## config.mk

```make
export PLATFORM = sky130hd
export DESIGN_NAME = adder_rr_scheduler_flat
export DESIGN_NICKNAME = d
export VERILOG_FILES = /design/src/rtl/adder_rr_scheduler_pkg.sv /design/src/rtl/adder_rr_scheduler_if.sv /design/src/rtl/adder_rr_scheduler_adder.sv /design/src/rtl/adder_rr_scheduler_rr_arbiter.sv /design/src/rtl/adder_rr_scheduler.sv /design/src/flat_wrapper.sv
export SDC_FILE = /design/constraint.sdc
export NUM_CORES = 1
export LEC_CHECK = 0
export BUFFER_PORTS_ARGS = -buffer_cell sky130_fd_sc_hd__clkbuf_2
export CORE_MARGIN = 2
export CORE_UTILIZATION = 40
export DETAILED_ROUTE_END_ITERATION = 8
export PLACE_DENSITY = 0.85
export SKIP_LAST_GASP = 1
export SYNTH_ARGS = -nofsm -noshare
export SYNTH_HDL_FRONTEND = slang
export SYNTH_HIERARCHICAL = 1
export SYNTH_SLANG_ARGS = --single-unit
```

## constraint.sdc

```tcl
create_clock -name clk -period 8.15 [get_ports clk]
set_clock_uncertainty 0.1 [all_clocks]
set_input_delay 1.63 -clock clk [delete_from_list [all_inputs] [get_ports clk]]
set_output_delay 1.63 -clock clk [all_outputs]
set_load 0.02 [all_outputs]
```

## src/rtl/adder_rr_scheduler_pkg.sv

```systemverilog
// Shared defaults and slot-state encoding for the round-robin adder scheduler.
// The optional saturating sum is enabled with the ADDER_RR_SAT_EN macro.
package adder_sched_pkg;

  localparam int WIDTH_DEF   = 12;
  localparam int NUM_REQ_DEF = 4;

  // Requester ID width, never narrower than one bit.
  function automatic int idw_of(input int n);
    return (n > 2) ? $clog2(n) : 1;
  endfunction

  typedef enum logic {
    SLOT_EMPTY = 1'b0,
    SLOT_FULL  = 1'b1
  } slot_state_t;

endpackage

```

## src/rtl/adder_rr_scheduler_if.sv

```systemverilog
// Requester and result handshake bundle between clients and the shared adder.
// The scheduler uses the slave modport; clients and the consumer use master.
interface adder_rr_scheduler_if
  import adder_sched_pkg::*;
#(
  parameter int WIDTH   = WIDTH_DEF,
  parameter int NUM_REQ = NUM_REQ_DEF,
  parameter int IDW     = idw_of(NUM_REQ)
);

  logic [NUM_REQ-1:0]       req_valid;
  logic [NUM_REQ*WIDTH-1:0] req_a;
  logic [NUM_REQ*WIDTH-1:0] req_b;
  logic [NUM_REQ-1:0]       req_ready;
  logic                     res_valid;
  logic                     res_ready;
  logic [WIDTH-1:0]         res_sum;
  logic                     res_cout;
  logic [IDW-1:0]           res_id;

  modport master (
    output req_valid, req_a, req_b, res_ready,
    input  req_ready, res_valid, res_sum, res_cout, res_id
  );

  modport slave (
    input  req_valid, req_a, req_b, res_ready,
    output req_ready, res_valid, res_sum, res_cout, res_id
  );

endinterface

```

## src/rtl/adder_rr_scheduler_adder.sv

```systemverilog
// Full-adder ripple chain, WIDTH bits, with carry in and carry out.
module ripple_adder #(
  parameter int WIDTH = 12
) (
  input  logic [WIDTH-1:0] a,
  input  logic [WIDTH-1:0] b,
  input  logic             cin,
  output logic [WIDTH-1:0] sum,
  output logic             cout
);

  logic carry;

  always_comb begin
    carry = cin;
    sum   = '0;
    for (int i = 0; i < WIDTH; i++) begin
      sum[i] = a[i] ^ b[i] ^ carry;
      carry  = (a[i] & b[i]) | (carry & (a[i] ^ b[i]));
    end
    cout = carry;
  end

endmodule

```

## src/rtl/adder_rr_scheduler_rr_arbiter.sv

```systemverilog
// Combinational round-robin pick: first valid request at or above ptr, wrapping.
// Produces a one-hot grant, its encoded index and an any-request flag.
module rr_arbiter #(
  parameter int NUM_REQ = 4,
  parameter int IDW     = 2
) (
  input  logic [NUM_REQ-1:0] req,
  input  logic [IDW-1:0]     ptr,
  output logic [NUM_REQ-1:0] grant,
  output logic [IDW-1:0]     idx,
  output logic               any
);

  // Scan from the farthest offset back toward ptr so the nearest hit is the last write.
  always_comb begin
    grant = '0;
    idx   = '0;
    any   = 1'b0;
    for (int k = NUM_REQ - 1; k >= 0; k--) begin
      if (req[(int'(ptr) + k) % NUM_REQ]) begin
        grant = '0;
        grant[(int'(ptr) + k) % NUM_REQ] = 1'b1;
        idx = IDW'((int'(ptr) + k) % NUM_REQ);
        any = 1'b1;
      end
    end
  end

endmodule

```

## src/rtl/adder_rr_scheduler.sv

```systemverilog
// Round-robin sharing of one ripple adder among NUM_REQ requesters, one result slot.
// Define ADDER_RR_SAT_EN to saturate the sum on unsigned overflow instead of wrapping.
module adder_rr_scheduler
  import adder_sched_pkg::*;
#(
  parameter int WIDTH   = WIDTH_DEF,
  parameter int NUM_REQ = NUM_REQ_DEF,
  parameter int IDW     = idw_of(NUM_REQ)
) (
  input  logic                 clk,
  input  logic                 rst,
  input  logic                 en,
  adder_rr_scheduler_if.slave  bus
);

  slot_state_t        state, state_nxt;
  logic [IDW-1:0]     rr_ptr;
  logic [NUM_REQ-1:0] grant;
  logic [IDW-1:0]     grant_idx;
  logic               grant_any;
  logic               can_accept;
  logic               transfer;
  logic [WIDTH-1:0]   op_a, op_b, add_sum, sum_final;
  logic               add_cout;
  logic [WIDTH-1:0]   sum_q;
  logic               cout_q;
  logic [IDW-1:0]     id_q;

  // A pop frees the slot in the same cycle, so a full slot with res_ready may still accept.
  assign can_accept = en & ~rst & ((state == SLOT_EMPTY) | bus.res_ready);

  rr_arbiter #(.NUM_REQ(NUM_REQ), .IDW(IDW)) u_arb (
    .req   (bus.req_valid),
    .ptr   (rr_ptr),
    .grant (grant),
    .idx   (grant_idx),
    .any   (grant_any)
  );

  assign bus.req_ready = can_accept ? grant : '0;
  assign transfer      = can_accept & grant_any;
  assign op_a          = bus.req_a[int'(grant_idx) * WIDTH +: WIDTH];
  assign op_b          = bus.req_b[int'(grant_idx) * WIDTH +: WIDTH];

  ripple_adder #(.WIDTH(WIDTH)) u_add (
    .a    (op_a),
    .b    (op_b),
    .cin  (1'b0),
    .sum  (add_sum),
    .cout (add_cout)
  );

`ifdef ADDER_RR_SAT_EN
  assign sum_final = add_cout ? {WIDTH{1'b1}} : add_sum;
`else
  assign sum_final = add_sum;
`endif

  always_ff @(posedge clk) begin
    if (rst) state <= SLOT_EMPTY;
    else     state <= state_nxt;
  end

  always_comb begin
    state_nxt = state;
    if (transfer)                                     state_nxt = SLOT_FULL;
    else if ((state == SLOT_FULL) && bus.res_ready)   state_nxt = SLOT_EMPTY;
  end

  always_comb begin
    bus.res_valid = (state == SLOT_FULL);
  end

  // Payload and pointer move only on a transfer; a bare pop leaves them as they were.
  always_ff @(posedge clk) begin
    if (rst) begin
      sum_q  <= '0;
      cout_q <= 1'b0;
      id_q   <= '0;
      rr_ptr <= '0;
    end else if (transfer) begin
      sum_q  <= sum_final;
      cout_q <= add_cout;
      id_q   <= grant_idx;
      rr_ptr <= (grant_idx == IDW'(NUM_REQ - 1)) ? '0 : grant_idx + IDW'(1);
    end
  end

  assign bus.res_sum  = sum_q;
  assign bus.res_cout = cout_q;
  assign bus.res_id   = id_q;

endmodule

```

## src/flat_wrapper.sv

```systemverilog
// flat-port wrapper written by rule: the top's interface ports become plain ports
module adder_rr_scheduler_flat import adder_sched_pkg::*;
#(
  parameter int WIDTH   = WIDTH_DEF,
  parameter int NUM_REQ = NUM_REQ_DEF,
  parameter int IDW     = idw_of(NUM_REQ)
)
  (clk, rst, en, bus_req_valid, bus_req_a, bus_req_b, bus_res_ready, bus_req_ready, bus_res_valid, bus_res_sum, bus_res_cout, bus_res_id);
  adder_rr_scheduler_if #(.WIDTH(WIDTH), .NUM_REQ(NUM_REQ), .IDW(IDW)) bus_i ();
  input  logic clk;
  input  logic rst;
  input  logic en;
  input wire logic [$bits(bus_i.req_valid)-1:0] bus_req_valid;
  input wire logic [$bits(bus_i.req_a)-1:0] bus_req_a;
  input wire logic [$bits(bus_i.req_b)-1:0] bus_req_b;
  input wire logic [$bits(bus_i.res_ready)-1:0] bus_res_ready;
  output wire logic [$bits(bus_i.req_ready)-1:0] bus_req_ready;
  output wire logic [$bits(bus_i.res_valid)-1:0] bus_res_valid;
  output wire logic [$bits(bus_i.res_sum)-1:0] bus_res_sum;
  output wire logic [$bits(bus_i.res_cout)-1:0] bus_res_cout;
  output wire logic [$bits(bus_i.res_id)-1:0] bus_res_id;
  assign bus_i.req_valid = bus_req_valid;
  assign bus_i.req_a = bus_req_a;
  assign bus_i.req_b = bus_req_b;
  assign bus_i.res_ready = bus_res_ready;
  assign bus_req_ready = bus_i.req_ready;
  assign bus_res_valid = bus_i.res_valid;
  assign bus_res_sum = bus_i.res_sum;
  assign bus_res_cout = bus_i.res_cout;
  assign bus_res_id = bus_i.res_id;
  adder_rr_scheduler #(.WIDTH(WIDTH), .NUM_REQ(NUM_REQ), .IDW(IDW)) u_core (.clk(clk), .rst(rst), .en(en), .bus(bus_i));
endmodule
```

-- Yosys cells after proc, flatten, opt, wreduce, memory -nomap -nowiden
Index checks and enable logic that the tools add are counted.
- multiply operators: 1
- $lt $le $gt $ge: 8
- mux-type cells: 35
- bitwise gates (word level): 66
- equal/unequal tests: 1
- divide/modulo/power cells: 0
- reduce and logical (&&, ||, !) cells: 9
- shift operators: 2
- $add $sub $neg: 4
- operator list (cell ; count):
    48-bit by 32-bit indexed part select with 12-bit output ; 2
    1-bit bitwise AND ; 26
    1-bit XOR ; 23
    4-bit two-way mux ; 5
    1-bit two-way mux ; 17
    3-bit by 4-bit less-than comparator with 1-bit output (second input constant) ; 3
    1-bit OR ; 12
    2-bit two-way mux ; 5
    3-bit by 1-bit >= comparator with 1-bit output (second input constant) ; 3
    1-bit binary-select mux with 2-bit select ; 4
    1-bit demux with 2-bit select ; 4
    2-bit OR reduction ; 3
    1-bit logical AND ; 5
    2-bit by 1-bit adder with 2-bit output (second input constant) ; 2
    2-bit adder (second input constant) ; 2
    2-bit by 2-bit multiplier with 4-bit output (second input constant) ; 1
    1-bit bitwise AND (first input constant) ; 3
    2-bit by 3-bit less-than comparator with 1-bit output (second input constant) ; 1
    2-bit equality test (second input constant) ; 1
    2-bit by 1-bit >= comparator with 1-bit output (second input constant) ; 1
    1-bit NOT ; 2
    2-bit nonzero test ; 1
- memories: 0
- bits in latches: 0
- output and inout port bits: 20
- memory bits (writable): 0
- flip-flop bits (word level): 18
- bits in read-only memories: 0

-- Logic depth before layout (Yosys ltp)
- depth after elaboration: 35
- depth in mapped cells: 29
- mapped depth without buffers: 25

-- Cells and area by module
Netlist, hierarchy kept.
- by module, submodules not included (module ; seq. area each (um^2) ; cells an instance ; area an instance (um^2) ; instances):
    adder_rr_scheduler ; 360.3 ; 120 ; 1330.0 ; 1
    rr_arbiter ; 0.0 ; 61 ; 509.2 ; 1
    ripple_adder ; 0.0 ; 22 ; 277.8 ; 1

-- Worst setup path after synthesis
Ideal clock, no wire load.
- kind: input to register
- start point: input port bus_req_valid[1]
- end point: register u_core.sum_q[11], in the netlist u_core/bus.res_sum[11]
- cell stages on the path: 25
- required time: 7980 ps
- library setup time: 70 ps
- setup slack: -279 ps
- data arrival time: 8259 ps
- cell sequence: buf_6 -> mux4_2 -> o211a_1 -> nor3_1 -> buf_4 -> buf_4 -> mux4_2 -> fa_1 -> inv_1 -> fa_1 -> inv_1 -> fa_1 -> fa_1 -> fa_1 -> fa_1 -> fa_1 -> fa_1 -> fa_1 -> fa_1 -> fa_1 -> inv_1 -> fa_1 -> inv_1 -> nand3_1 -> a21oi_1
- word-level cells in the longest chain between the ends: 31
- RTL lines (element ; line ; source):
    from (decl) ; flat_wrapper.sv:13 ; input wire logic [$bits(bus_i.req_valid)-1:0] bus_req_valid;
    1-bit binary-select mux with 2-bit select ; adder_rr_scheduler_rr_arbiter.sv:20 ; if (req[(int'(ptr) + k) % NUM_REQ]) begin
    1-bit two-way mux (implied by the code) (2 in series) ; adder_rr_scheduler_rr_arbiter.sv:20 ;
    2-bit two-way mux (3 in series) ; adder_rr_scheduler_rr_arbiter.sv:20 ;
    2-bit two-way mux (*) ; adder_rr_scheduler_rr_arbiter.sv:20 ;
    net u_core.grant_idx[0] ; adder_rr_scheduler.sv:19 ; logic [IDW-1:0] grant_idx;
    2-bit by 2-bit multiplier with 4-bit output (*) ; adder_rr_scheduler.sv:42 ; assign op_a = bus.req_a[int'(grant_idx) * WIDTH +: WIDTH];
    48-bit by 32-bit indexed part select with 12-bit output (*) ; adder_rr_scheduler.sv:42 ;
    net u_core.op_a[0] ; adder_rr_scheduler.sv:23 ; logic [WIDTH-1:0] op_a, op_b, add_sum, sum_final;
    [15 not listed] ; n/a ;
    1-bit bitwise AND (*) ; adder_rr_scheduler_adder.sv:19 ; carry = (a[i] & b[i]) | (carry & (a[i] ^ b[i]));
    1-bit OR (*) ; adder_rr_scheduler_adder.sv:19 ;
    1-bit bitwise AND (*) ; adder_rr_scheduler_adder.sv:19 ;
    1-bit OR (*) ; adder_rr_scheduler_adder.sv:19 ;
    1-bit bitwise AND (*) ; adder_rr_scheduler_adder.sv:19 ;
    1-bit OR (*) ; adder_rr_scheduler_adder.sv:19 ;
    1-bit XOR (*) ; adder_rr_scheduler_adder.sv:18 ; sum[i] = a[i] ^ b[i] ^ carry;
    net u_core.add_sum[11] ; adder_rr_scheduler.sv:23 ;
    to (signal assigned) ; adder_rr_scheduler.sv:82 ; sum_q <= sum_final;
    to (decl) ; adder_rr_scheduler.sv:25 ; logic [WIDTH-1:0] sum_q;
The timed path passes the listed nets; every way through them passes the cells marked *. The select of a mux whose other input is x is not followed.
A chain may end at the register's enable or synchronous reset.

-- Worst setup path in the final report
Ends and elaborated chain as after synthesis.

==> flow_summary.ini <==
[yosys]
synth_warnings = 6
ys_seq_area_share_pct = 17.0
synth.ff_latch_count = 18
synth.net_count = 328
ys_types = 37
synthArstFlopShare_pct = 0
yosysTopAreaCellShare_pct = 27.7
ys.flop_type = dfxtp_1
synth.area.top_cells = mux4_2 (28%), dfxtp_1 (17%), fa_1 (11%), ha_1 (5.3%), a21oi_1 (5.0%)
synth_edf_count = 0
synthCells = 203
syn_avg_cell_area_sq_um = 10.4
syn_area_sq_mm = 0.00212
synth_top_cell_by_area = mux4_2

[route]
drt-initial-drc-count = 135
wl_um = 6130
ant_nets = 0
via_per_inst = 5.53
avgRoutedWirePerCell_um = 15.7
dr_total_vias = 2163
drc = 0
first_pass_iters = 4

[worst_setup_path]
start_kind = primary input
crit_family = adder cells
crit_buf_inv = 5
slowest_stage = mux4_2
crit_chain = clkbuf_2, mux4_2, o211a_1, nor3_4, mux4_2, fa_1, inv_1, fa_1, inv_1, fa_1, fa_1, fa_2, fa_2, fa_2, fa_2, fa_2, fa_2, fa_1, inv_1, fa_1, inv_1, nand3_1, a21oi_2
required_ns = 8.24
critPathMaxStageDelay_ns = 0.57
critPathKind = primary input to register
worst_ep_arrival_time_ns = 8.05
crit_fanout = 6
critPathCaptureType = register
r2r_setup_slack_ns = 0.58

[timing]
period_share_pct = 97.7
period_needed_ns = 7.96
hold_viol_final = 0
setup_violations = 0
worst_slew_pin_slew_ns = 0.561
maxSlewHeadroom_pct = 62.6
slew_violations = 0
fmax_mhz = 126

[power]
p_leak_uw = 0.00130
powerDensity_mw_per_mm2 = 188
ir_drop_mv = 0.108

[global_route]
antenna_found_initial = 0
track_usage_pct = 20.1
grt_pass1_wl_um = 9580
grt_max_degree = 25
grt_overflow_total = 0
grt_pass1_vias = 2179

[cts]
clk_latency_ns = 0.25
cts_buffers = 3
cts_num_sinks = 18
cts_tree = yes
cts.htree.levels = 1
cts.clk_slew.worst_paths_ns = 0.06
cts_buffer_depth = 2
cts_root_buffer = clkbuf_8

[final_layout]
final_common_cell = clkbuf_2
n_fill_cell = 448
final_util_pct = 55.9
drive_gt1_share_pct = 55.8
num_antenna_cells = 0
fin_nets = 448
area_growth_pct = 34.8
multi_input_area_sq_mm = 0.00162
layout.cells.non_filler = 391
seqCellArea_sq_um = 360
final_cell_mix = clkbuf_2 (123), mux4_2 (26), o21ai_0 (20)

[hold_path]
min_path_type = register to register

[floorplan]
die_area_sq_mm = 0.00589
core-area_sq_mm = 0.00511
start_util_pct = 41.5
pin_count = 124
die_h_um = 76.8
row_count = 26
die_x_um = 76.8

[placed_design]
dp.cells = 386
io_buffers = 123
dp_hpwl_um = 5090
gp_congestion = 0.877

[run]
drv_cap = 0

[outcome]
status = completed
==> routing by layer <==
layer | wire length (um) | vias up | GRT usage [%]
met5 | 0 | - | 0
met4 | 295 | 0 | 12.0
met3 | 403 | 24 | 2.35
met2 | 3340 | 123 | 38.1
met1 | 2090 | 1018 | 21.0
li1 | - | 998 | -
==> final cells by class <==
| type | instances | share of cell area, % |
|---|---|---|
| multi-input combinational | 154 | 56.8 |
| inverter | 12 | 1.58 |
| tap | 70 | 3.07 |
| timing repair buffer | 134 | 24.5 |
| clock buffer | 3 | 1.45 |
| sequential | 18 | 12.6 |
==> flip-flops by register name, indices dropped and copies added (netlist names) <==
name                  cells
u_core/bus.res_sum       12
u_core/rr_ptr             2
u_core/bus.res_id         2
u_core/bus.res_valid      1
u_core/bus.res_cout       1
==> per-stage QoR <==
stage / TNS, ns / setup slack (ns) / total power (uW) / hold WS [ns] / area (sq um)
3_3_place_gp: 0 / 0.00176 / 460 / 0.365 / 2790
2_1_floorplan: 0 / 0.0363 / 382 / 0.454 / 2150
3_5_place_dp: -0.0953 / -0.0953 / 472 / 0.373 / 2790
5_1_grt: -0.0118 / -0.0118 / 580 / 0.420 / 2850
4_1_cts: 0 / 0.156 / 532 / 0.381 / 2830
6_report: 0 / 0.191 / 536 / 0.381 / 2850
==> synthesized netlist by cell type (5+ instances only) <==
| library cell | n |
|---|---|
| fa_1 | 12 |
| inv_1 | 12 |
| buf_2 | 7 |
| ha_1 | 9 |
| dfxtp_1 | 18 |
| mux4_2 | 26 |
| o21ai_0 | 20 |
| a21oi_1 | 21 |
| buf_6 | 5 |
| and2_1 | 5 |
| nand3_1 | 17 |
| nor2_1 | 8 |
| clkbuf_1 | 5 |
==> worst register-to-register path, stage by stage (launching register included) <==
cell      delay [ns]
dfxtp_1         0.60
inv_1           0.22
ha_1            0.51
nor4bb_1        0.11
o21ai_0         0.16
o221ai_1        0.19
nor3_4          0.31
mux4_2          0.57
fa_1            0.44
inv_1           0.09
fa_1            0.16
inv_1           0.05
fa_1            0.37
fa_1            0.39
fa_2            0.36
fa_2            0.35
fa_2            0.35
fa_2            0.35
fa_2            0.35
fa_2            0.35
fa_1            0.37
inv_1           0.08
fa_1            0.40
inv_1           0.06
nand3_1         0.07
a21oi_2         0.14
==> path summary, 6_finish.rpt <==
path | cells past startpoint | end | start
setup / recovery | 23 | u_core/bus.res_sum[11] | bus_req_valid[1]
hold reg to reg | 2 | u_core/bus.res_sum[1] | u_core/bus.res_sum[1]
setup reg to reg | 25 | u_core/bus.res_sum[11] | u_core/rr_ptr[1]
hold / removal | 2 | u_core/bus.res_sum[1] | u_core/bus.res_sum[1]
==> where the power goes <==
| part | internal, uW | total, uW | switching [uW] | leakage [uW] |
|---|---|---|---|---|
| logic | 171 | 353 | 182 | 0.00113 |
| clock network | 32.8 | 60.7 | 27.9 | 0.0000216 |
| registers | 109 | 122 | 13.5 | 0.000148 |
| total | 313 | 536 | 223 | 0.00130 |
==> timing repair <==
item,4_1_cts,5_1_grt
resized for setup,0,3
setup buffers,0,2
hold buffers,0,0
endpoints found under the setup margin,0,1
==> cells by family (layout without fill, tap and decap cells) <==
family	after synthesis	count (layout)	share of synthesized area (%)
flops	18	18	17.0
other cells	1	1	0.177
buf+inv	31	149	8.04
fa+ha+maj	21	21	16.7
compound gates	52	52	13.6
simple gates	50	50	13.9
mux	30	30	30.6
Note: power is estimated with default switching activity, not from simulation.
